===== config.mk =====
export PLATFORM = sky130hd
export DESIGN_NAME = decode_imm_stage
export DESIGN_NICKNAME = d
export VERILOG_FILES = /design/src/rtl/decode_imm_stage.sv
export SDC_FILE = /design/constraint.sdc
export NUM_CORES = 1
export LEC_CHECK = 0
export ABC_AREA = 1
export CORE_AREA = 2 2 108 110
export DETAILED_ROUTE_END_ITERATION = 8
export DIE_AREA = 0 0 110 112
export GPL_TIMING_DRIVEN = 1
export PLACE_DENSITY = 0.77
export REMOVE_ABC_BUFFERS = 1
export SLEW_MARGIN = 20
export SYNTH_ARGS = -nofsm -noshare
export SYNTH_HDL_FRONTEND = slang
export SYNTH_SLANG_ARGS = --single-unit

===== constraint.sdc =====
create_clock -name clk -period 1.9 [get_ports clk]
set_input_delay 0.38 -clock clk [delete_from_list [all_inputs] [get_ports clk]]
set_output_delay 0.38 -clock clk [all_outputs]
set_load 0.1 [all_outputs]

===== src/rtl/decode_imm_stage.sv =====
`default_nettype none
// ============================================================================
//  Module   : decode_imm_stage
//  Purpose  : Registered ID-stage front end. Accepts one instruction per
//             cycle over valid/ready, slices the register fields, builds the
//             sign-extended immediate at XLEN, classifies the format and
//             flags unsupported opcodes. Results appear one cycle later.
//  Ports    : clk, rst (sync, active-high)
//             in_valid / in_ready / in_instr / in_pc   - from IF
//             id_flush                                 - redirect kill
//             out_valid / out_ready                    - to EX handshake
//             out_pc, out_instr, out_opcode, out_rd, out_rs1, out_rs2,
//             out_func3, out_func7, out_imm, out_fmt, out_illegal
//  Params   : XLEN (32 or 64), PC_W
//  Macro    : DECODE_CSR_IMM_EN - CSR*I instructions emit the zero-extended
//             uimm (instr[19:15]) with format code CSR.
//  Revision : 1.0 - initial release
// ============================================================================
module decode_imm_stage #(
   parameter int XLEN = 32,
   parameter int PC_W = 32
) (
   input  logic            clk,
   input  logic            rst,
   input  logic            in_valid,
   output logic            in_ready,
   input  logic [31:0]     in_instr,
   input  logic [PC_W-1:0] in_pc,
   input  logic            id_flush,
   output logic            out_valid,
   input  logic            out_ready,
   output logic [PC_W-1:0] out_pc,
   output logic [31:0]     out_instr,
   output logic [6:0]      out_opcode,
   output logic [4:0]      out_rd,
   output logic [4:0]      out_rs1,
   output logic [4:0]      out_rs2,
   output logic [2:0]      out_func3,
   output logic [6:0]      out_func7,
   output logic [XLEN-1:0] out_imm,
   output logic [2:0]      out_fmt,
   output logic            out_illegal
);

   localparam logic [2:0] c_fmt_r    = 3'd0;
   localparam logic [2:0] c_fmt_i    = 3'd1;
   localparam logic [2:0] c_fmt_s    = 3'd2;
   localparam logic [2:0] c_fmt_b    = 3'd3;
   localparam logic [2:0] c_fmt_u    = 3'd4;
   localparam logic [2:0] c_fmt_j    = 3'd5;
`ifdef DECODE_CSR_IMM_EN
   localparam logic [2:0] c_fmt_csr  = 3'd6;
`endif
   localparam logic [2:0] c_fmt_none = 3'd7;

   localparam logic [6:0] c_op_load   = 7'b0000011;
   localparam logic [6:0] c_op_fence  = 7'b0001111;
   localparam logic [6:0] c_op_imm    = 7'b0010011;
   localparam logic [6:0] c_op_auipc  = 7'b0010111;
   localparam logic [6:0] c_op_imm32  = 7'b0011011;
   localparam logic [6:0] c_op_store  = 7'b0100011;
   localparam logic [6:0] c_op_reg    = 7'b0110011;
   localparam logic [6:0] c_op_lui    = 7'b0110111;
   localparam logic [6:0] c_op_reg32  = 7'b0111011;
   localparam logic [6:0] c_op_branch = 7'b1100011;
   localparam logic [6:0] c_op_jalr   = 7'b1100111;
   localparam logic [6:0] c_op_jal    = 7'b1101111;
   localparam logic [6:0] c_op_system = 7'b1110011;

   localparam bit c_rv64 = (XLEN == 64);

   logic            w_accept;
   logic            w_consume;
   logic [6:0]      w_opcode;
   logic [31:0]     w_imm_i;
   logic [31:0]     w_imm_s;
   logic [31:0]     w_imm_b;
   logic [31:0]     w_imm_j;
   logic [31:0]     w_imm_u;
   logic [31:0]     w_imm32;
   logic [XLEN-1:0] w_imm;
   logic [2:0]      w_fmt;
   logic            w_illegal;

   assign in_ready  = !out_valid || out_ready;
   assign w_accept  = in_valid && in_ready && !id_flush;
   assign w_consume = out_valid && out_ready;

   assign w_opcode = in_instr[6:0];

   // Every immediate fits in 32 bits sign-extended from instr[31]; the
   // XLEN widening is done once below.
   assign w_imm_i = {{20{in_instr[31]}}, in_instr[31:20]};
   assign w_imm_s = {{20{in_instr[31]}}, in_instr[31:25], in_instr[11:7]};
   assign w_imm_b = {{19{in_instr[31]}}, in_instr[31], in_instr[7],
                     in_instr[30:25], in_instr[11:8], 1'b0};
   assign w_imm_j = {{11{in_instr[31]}}, in_instr[31], in_instr[19:12],
                     in_instr[20], in_instr[30:21], 1'b0};
   assign w_imm_u = {in_instr[31:12], 12'b0};

   // Exact 7-bit opcode matching means any word with instr[1:0] != 2'b11
   // lands in the default branch and is reported illegal.
   always_comb begin
      w_imm32   = 32'd0;
      w_fmt     = c_fmt_none;
      w_illegal = 1'b0;
      case (w_opcode)
         c_op_imm, c_op_load, c_op_jalr, c_op_fence: begin
            w_imm32 = w_imm_i;
            w_fmt   = c_fmt_i;
         end
         c_op_imm32: begin
            if (c_rv64) begin
               w_imm32 = w_imm_i;
               w_fmt   = c_fmt_i;
            end else begin
               w_illegal = 1'b1;
            end
         end
         c_op_store: begin
            w_imm32 = w_imm_s;
            w_fmt   = c_fmt_s;
         end
         c_op_branch: begin
            w_imm32 = w_imm_b;
            w_fmt   = c_fmt_b;
         end
         c_op_jal: begin
            w_imm32 = w_imm_j;
            w_fmt   = c_fmt_j;
         end
         c_op_lui, c_op_auipc: begin
            w_imm32 = w_imm_u;
            w_fmt   = c_fmt_u;
         end
         c_op_reg: begin
            w_fmt = c_fmt_r;
         end
         c_op_reg32: begin
            if (c_rv64) begin
               w_fmt = c_fmt_r;
            end else begin
               w_illegal = 1'b1;
            end
         end
         c_op_system: begin
`ifdef DECODE_CSR_IMM_EN
            // func3[2] selects the immediate-operand CSR forms (uimm in rs1).
            if (in_instr[14]) begin
               w_imm32 = {27'd0, in_instr[19:15]};
               w_fmt   = c_fmt_csr;
            end else begin
               w_imm32 = w_imm_i;
               w_fmt   = c_fmt_i;
            end
`else
            w_imm32 = w_imm_i;
            w_fmt   = c_fmt_i;
`endif
         end
         default: begin
            w_illegal = 1'b1;
         end
      endcase
   end

   generate
      if (XLEN > 32) begin : g_imm_wide
         assign w_imm = {{(XLEN-32){w_imm32[31]}}, w_imm32};
      end else begin : g_imm_narrow
         assign w_imm = w_imm32[XLEN-1:0];
      end
   endgenerate

   // Flush shares the reset path: both leave a bubble with cleared data.
   always_ff @(posedge clk) begin
      if (rst || id_flush) begin
         out_valid   <= 1'b0;
         out_pc      <= '0;
         out_instr   <= '0;
         out_opcode  <= '0;
         out_rd      <= '0;
         out_rs1     <= '0;
         out_rs2     <= '0;
         out_func3   <= '0;
         out_func7   <= '0;
         out_imm     <= '0;
         out_fmt     <= c_fmt_none;
         out_illegal <= 1'b0;
      end else if (w_accept) begin
         out_valid   <= 1'b1;
         out_pc      <= in_pc;
         out_instr   <= in_instr;
         out_opcode  <= in_instr[6:0];
         out_rd      <= in_instr[11:7];
         out_rs1     <= in_instr[19:15];
         out_rs2     <= in_instr[24:20];
         out_func3   <= in_instr[14:12];
         out_func7   <= in_instr[31:25];
         out_imm     <= w_imm;
         out_fmt     <= w_fmt;
         out_illegal <= w_illegal;
      end else if (w_consume) begin
         out_valid <= 1'b0;
      end
   end

endmodule
`default_nettype wire


==> results of run 1 <==
==> path summary, 6_finish.rpt <==
| kind | start | end | slack (ns) | cells past startpoint |
|---|---|---|---|---|
| min | out_pc[5]$_SDFFE_PP0P_ | out_pc[5]$_SDFFE_PP0P_ | 0.46 | 2 |
| max | in_instr[1] | out_imm[14]$_SDFFE_PP0P_ | 0.21 | 12 |
| max reg2reg | out_valid$_SDFFE_PP0P_ | out_pc[29]$_SDFFE_PP0P_ | 0.50 | 6 |
| min reg2reg | out_pc[5]$_SDFFE_PP0P_ | out_pc[5]$_SDFFE_PP0P_ | 0.46 | 2 |
==> kinds of logic (layout without fill, tap and decap cells) <==
| kind of cell | count (synthesis) | in the layout | synth area share [%] |
|---|---|---|---|
| buf+inv | 89 | 264 | 11.8 |
| compound gates | 101 | 101 | 11.9 |
| simple gates | 315 | 315 | 30.3 |
| flops | 101 | 101 | 46.0 |
==> routing by layer <==
metal	track usage [%]	up-vias
met5	0	-
met4	6.75	0
met3	4.39	13
met2	33.5	159
met1	23.6	2040
li1	-	2233
==> power by group through the flow <==
stage                     Clock (mW)  Combinational (mW)  Sequential [mW]
after floorplan                    0               0.170             2.59
after global placement             0               0.885             2.23
after detailed placement           0               0.894             2.23
after CTS                       1.79               0.896             2.18
after global routing            1.87               0.937             2.18
final                           1.73               0.891             2.18
==> cell type report <==
type	count	area, um2
Tap cell	143	179
Clock inverter	7	61.3
Fill cell	1013	4600
Multi-Input combinational cell	416	1860
Inverter	22	83.8
Sequential cell	101	2020
Clock buffer	9	225
Timing Repair Buffer	226	2140
==> through the flow <==
stage	total power [mW]	setup slack (ns)	cell area (um2)	util [%]	setup TNS (ns)
floorplan	2.76	-3.46	3960	-	-343.44
global placement	3.11	-0.0536	6290	56.3	-0.886
detailed placement	3.12	-0.164	6290	56.3	-4.26
CTS	4.86	0.208	6580	58.9	0
global route	4.99	0.0345	6580	58.9	0
finish	4.80	0.209	6580	58.9	0
==> cell usage in the layout (no fill, tap or decap), types with 2 or more instances in the layout <==
cell	count
clkdlybuf4s50_1	68
clkbuf_16	9
nand2_1	252
clkinvlp_4	2
nand3_2	13
nand2_4	2
buf_12	22
clkinv_4	4
buf_4	136
dfxtp_1	101
nor2_1	12
nand3_1	27
a21oi_1	95
a21oi_2	5
nor2_2	2
inv_1	20
nand2_2	4
==> critical path, delay by kind of cell <==
kind | cells | cell delay (ns)
AO/OA/AOI/OAI | 1 | 0.13
AND/OR/NAND/NOR | 8 | 0.67
buffers and inverters | 3 | 0.76
==> state kept, by name, summed over array words and instances, names as in the netlist <==
name         cells
out_imm         32
out_instr       32
out_pc          32
out_fmt          3
out_illegal      1
out_valid        1
==> reports/qor.csv, run 1 <==
stage,metric,value,unit
timing,setup_viol,0,
clock_network,root_buffer,clkbuf_16,
logic_synthesis,synth_common_cells,"nand2_1 (252), dfxtp_1 (101), a21oi_1 (95)",
logic_synthesis,synth_cells,606,
floorplanning,io_pins,203,
floorplanning,die_w,110,um
detailed_routing,viasPerCell,4.81,
logic_synthesis,ys_seq_elements,101,
detailed_routing,wl_met1,4.96,mm
pwr,p_per_area,731,nW/um2
cells_and_area,final_cells,924,
worst_setup_path,critPathKind,in2reg,
placed_design,hpwl,8.85,mm
detailed_routing,dr.pass1.iters,7,
floorplanning,die_h,112,um
worst_setup_path,cp_data_arrival_time,1.96,ns
global_route,grtUsageTotal,19.5,%
worst_setup_path,crit_required,2.17,ns
clock_network,path_clk_slew,0.07,ns
worst_setup_path,path_cells,clkdlybuf4s50_1 -> nand2_1 -> inv_1 -> nand2_2 -> nor2_1 -> nor2_2 -> nand2_4 -> nand2_4 -> buf_4 -> nand3_1 -> nand2_1 -> a21oi_1,
logic_synthesis,synth_warnings,0,
min_path,hold_path_class,reg2reg,
timing,rsz0062_at_grt,false,
cells_and_area,areaGrowthSynthToFinish,49.6,%
pwr,leakage,2.89,nW
global_route,grt_pass1_vias,4068,
logic_synthesis,synth-edff-count,0,
clock_network,numClockSinks,101,
logic_synthesis,yosysSeqAreaShare,46.0,%
logic_synthesis,syn_area,4400,um2
timing,fmax,0.591,GHz
clock_network,cts-htree-levels,3,
floorplanning,die_area,12300,um2
logic_synthesis,ys_types,19,
worst_setup_path,cp-end-kind,register,
clock_network,cts-buffers-inserted,9,
floorplanning,initial_core_util,39.3,%
outcome,status,"complete, no violations",
pwr,power_switching,1.46,mW
global_route,grt_pass1_wl,19.3,mm
global_route,antenna_found_initial,0,
clock_network,clockBufferDepth,2,
placed_design,dp_cells,908,
timing,slew_headroom,77.6,%
pwr,pwr-share-comb,18.6,%
clock_network,cts_tree,yes,
pwr,ir_worst_vdd,0.565,mV
detailed_routing,met2WireLength,6.06,mm
logic_synthesis,synth-async-reset-ratio,0,%
timing,hold_slack,0.463,ns
clock_network,cts-resized-gates,0,
detailed_routing,drc,0,
logic_synthesis,yosys.area.top_type,dfxtp_1,
detailed_routing,drt_wl_total,12.1,mm
clock_network,cts_hold_buf,0,
detailed_routing,num_vias,4445,
flow_run,max_cap_violations,0,
timing,final.setup_skew,0.00368,ns
timing,period_minus_slack,1.69,ns
logic_synthesis,netlist.area_leader.share,46.0,%
placed_design,port_buffers,202,
timing,worst_slew_pin_slew,0.336,ns
detailed_routing,ant_nets,0,
placed_design,gp_congestion,0.910,
cells_and_area,nNetsFinal,845,
detailed_routing,wl_per_cell,13.1,um
worst_setup_path,cpMaxStageDelayCell,clkdlybuf4s50_1,
logic_synthesis,synth.most_common_cell,nand2_1,
clock_network,clock_latency,0.34,ns
worst_setup_path,critPathMaxFanout,8,
timing,hold_viol,0,
logic_synthesis,avgSynthCellArea,7.26,um2
worst_setup_path,cp-start-kind,input pin,
timing,slew_viol_final,0,
cells_and_area,drive_gt1_share,26.0,%
detailed_routing,drt_iter0_markers,197,
pwr,switching_share,30.4,%
cells_and_area,n_antenna_cell,0,
worst_setup_path,critPathMaxStageDelay,0.48,ns
logic_synthesis,yosys-top-cells-area,"dfxtp_1 (46%), nand2_1 (22%), a21oi_1 (11%), buf_4 (6.8%), nand3_1 (3.1%)",
clock_network,postCtsSetupBuffers,0,
pwr,p_clk_share,36.1,%
detailed_routing,wl_met3,905,um
pwr,p_int,3.34,mW
logic_synthesis,synth-main-ff-cell,dfxtp_1,
global_route,grt-ovfl-total,0,
pwr,seq_power_share,45.3,%
floorplanning,rows,39,
detailed_routing,routed.top_layer,met4,
timing,finalCritPeriodShare,89.0,%
floorplanning,coreArea,11200,um2
global_route,grt_start_max_net_pins,53,
Note: power is estimated with default switching activity, not from simulation.
==> run 2: changes to the inputs <==
--- a/config.mk
+++ b/config.mk
@@ -7,6 +7,7 @@
 export LEC_CHECK = 0
 export ABC_AREA = 1
 export CORE_AREA = 2 2 108 110
+export CTS_CLUSTER_DIAMETER = 200
 export DETAILED_ROUTE_END_ITERATION = 8
 export DIE_AREA = 0 0 110 112
 export GPL_TIMING_DRIVEN = 1
==> results of run 2 <==
The final DEF is identical to that of run 1; final timing and power are the same.
==> run 3: changes to the inputs <==
--- a/config.mk
+++ b/config.mk
@@ -13,6 +13,7 @@
 export GPL_TIMING_DRIVEN = 1
 export PLACE_DENSITY = 0.77
 export REMOVE_ABC_BUFFERS = 1
+export SKIP_LAST_GASP = 1
 export SLEW_MARGIN = 20
 export SYNTH_ARGS = -nofsm -noshare
 export SYNTH_HDL_FRONTEND = slang
==> constraint.sdc (replaced) <==
create_clock -name clk -period 1.88 [get_ports clk]
set_input_delay 0.376 -clock clk [delete_from_list [all_inputs] [get_ports clk]]
set_output_delay 0.376 -clock clk [all_outputs]
set_load 0.05 [all_outputs]
==> reports/qor.csv, run 3 (synthesized netlist as in run 1, its figures left out) <==
stage,metric,value,unit
clock_network,path_clk_slew,0.07,ns
detailed_routing,wl_per_cell,13.6,um
cells_and_area,reg_top3,"out_imm (32), out_instr (32), out_pc (32)",
timing,hold_viol,0,
pwr,power_switching,1.25,mW
flow_run,max_cap_violations,0,
worst_setup_path,critPathKind,reg2out,
pwr,p_total,4.82,mW
detailed_routing,drt_iter0_markers,226,
worst_setup_path,ff2ff_path_depth,6,
placed_design,dp_cells,909,
pwr,leakage,3.63,nW
worst_setup_path,crit_end,out_pc[0],
placed_design,gp_congestion,0.858,
worst_setup_path,reg2reg_slack,0.50,ns
clock_network,cts-htree-levels,3,
clock_network,postCtsSetupBuffers,0,
worst_setup_path,critPathMaxFanout,2,
global_route,grtUsageTotal,20.2,%
floorplanning,die_h,112,um
detailed_routing,ant_nets,0,
worst_setup_path,cp_num_buf_inv,1,
pwr,p_int,3.57,mW
timing,finalCritPeriodShare,98.8,%
global_route,antenna_found_initial,0,
worst_setup_path,r2r-end,out_pc[24]$_SDFFE_PP0P_,
cells_and_area,drive_gt1_share,13.7,%
cells_and_area,final_cell_mix,"nand2_1 (252), dfxtp_1 (101), a21oi_1 (95)",
clock_network,numClockSinks,101,
clock_network,clockBufferDepth,2,
clock_network,cts-buffers-inserted,9,
clock_network,clock_latency,0.34,ns
pwr,pwr-share-comb,14.6,%
worst_setup_path,cp_num_cells,1,
timing,slew_viol_final,0,
detailed_routing,viasPerCell,4.85,
timing,fmax,0.538,GHz
floorplanning,rows,39,
worst_setup_path,crit_required,1.50,ns
worst_setup_path,cpMaxStageDelayCell,clkdlybuf4s50_1,
cells_and_area,nNetsFinal,846,
pwr,seq_power_share,45.6,%
cells_and_area,final_common_cell,nand2_1,
pwr,p_clk_share,39.8,%
floorplanning,io_pins,203,
min_path,hold_path_class,reg2reg,
global_route,grt_pass1_wl,20.1,mm
global_route,grt_start_max_net_pins,53,
pwr,switching_share,26.0,%
floorplanning,die_w,110,um
pwr,ir_worst_vdd,0.393,mV
placed_design,hpwl,8.96,mm
clock_network,cts_tree,yes,
cells_and_area,final_cells,925,
timing,period_minus_slack,1.86,ns
worst_setup_path,worstReg2RegStart,out_valid$_SDFFE_PP0P_,
worst_setup_path,critPathMaxStageDelay,0.81,ns
pwr,p_per_area,711,nW/um2
worst_setup_path,crit_family,buffers and inverters,
outcome,status,"complete, no violations",
worst_setup_path,crit_start,out_pc[0]$_SDFFE_PP0P_,
floorplanning,initial_core_util,39.3,%
floorplanning,coreArea,11200,um2
timing,setup_viol,0,
detailed_routing,num_vias,4485,
floorplanning,die_area,12300,um2
worst_setup_path,cp_data_arrival_time,1.48,ns
detailed_routing,drc,0,
clock_network,root_buffer,clkbuf_16,
worst_setup_path,cp-end-kind,output port,
global_route,grt_pass1_vias,4329,
placed_design,port_buffers,202,
cells_and_area,areaGrowthSynthToFinish,54.1,%
detailed_routing,dr.pass1.iters,4,
cells_and_area,final_area,6780,um2
global_route,grt-ovfl-total,0,
cells_and_area,n_antenna_cell,0,
detailed_routing,drt_wl_total,12.6,mm
timing,slew_headroom,64.4,%
timing,rsz0062_at_grt,false,
placed_design,placed_cell_area,6420,um2
timing,final.setup_skew,0.00316,ns
worst_setup_path,path_cells,clkdlybuf4s50_1,
timing,worst_slew_pin_slew,0.534,ns
worst_setup_path,cp-start-kind,register,
-- run 3: cell count changes in the layout (fill, tap and decap cells not counted), sizes merged --
| cell | previous run | this run |
|---|---|---|
| dlygate4sd2 | 0 | 50 |
| clkbuf | 9 | 12 |
| bufinv | 0 | 1 |
| clkinv | 5 | 2 |
| dlymetal6s2s | 0 | 41 |
| clkdlybuf4s50 | 68 | 73 |
| clkinvlp | 2 | 1 |
| buf | 158 | 63 |
-- run 3: timing repair --
item / 4_1_cts / 5_1_grt
hold buffers: 0 / 0
gates resized for setup: 50 / 41
setup endpoints to repair: 53 / 41
endpoints found under the hold margin: 0 / 0
-- run 3: through the flow --
| stage | utilization [%] | TNS, ns | hold WS (ns) | worst slack [ns] |
|---|---|---|---|---|
| finish | 60.6 | 0 | 0.461 | 0.0226 |
| global route | 60.6 | 0 | 0.483 | 0.000788 |
| CTS | 59.7 | 0 | 0.464 | 0.00117 |
| detailed placement | 57.5 | -3.57 | 0.454 | -0.129 |
| global placement | 57.5 | -1.46 | 0.448 | -0.0601 |
| floorplan | - | -277.44 | 0.525 | -2.84 |
-- run 3: cell type report --
class,count,area (um2)
inverter,22,83.8
clock inverter,4,55.1
clock buffer,12,256
multi-input combinational,416,1860
tap,143,179
timing repair buffer,227,2320
sequential,101,2020
fill,990,4400
-- run 3: power by group through the flow --
| stage | clock (mW) | sequential, mW | combinational [mW] |
|---|---|---|---|
| 6_report | 1.92 | 2.20 | 0.705 |
| 5_1_grt | 2.06 | 2.20 | 0.751 |
| 4_1_cts | 1.98 | 2.20 | 0.710 |
| 3_5_place_dp | 0 | 2.25 | 0.722 |
| 3_3_place_gp | 0 | 2.25 | 0.712 |
| 2_1_floorplan | 0 | 2.42 | 0.169 |
-- run 3: routing by layer --
metal	vias to the layer above	track usage [%]	share of wire, %
li1	2233	-	-
met4	0	7.85	2.1
met1	2075	24.5	41
met2	154	34.3	50
met5	-	0	0
met3	23	4.68	7.1
-- run 3: how the worst min path moves through the flow --
stage | startpoint | to | slack, ns | cells past startpoint
6_report | out_pc[0]$_SDFFE_PP0P_ | out_pc[0]$_SDFFE_PP0P_ | 0.46 | 2
4_1_cts | out_pc[0]$_SDFFE_PP0P_ | out_pc[0]$_SDFFE_PP0P_ | 0.46 | 2
3_3_place_gp | out_pc[6]$_SDFFE_PP0P_ | out_pc[6]$_SDFFE_PP0P_ | 0.45 | 2
5_1_grt | out_pc[31]$_SDFFE_PP0P_ | out_pc[31]$_SDFFE_PP0P_ | 0.48 | 2
2_1_floorplan | in_instr[0] | out_instr[0]$_SDFFE_PP0P_ | 0.53 | 2
3_5_place_dp | out_pc[0]$_SDFFE_PP0P_ | out_pc[0]$_SDFFE_PP0P_ | 0.45 | 2
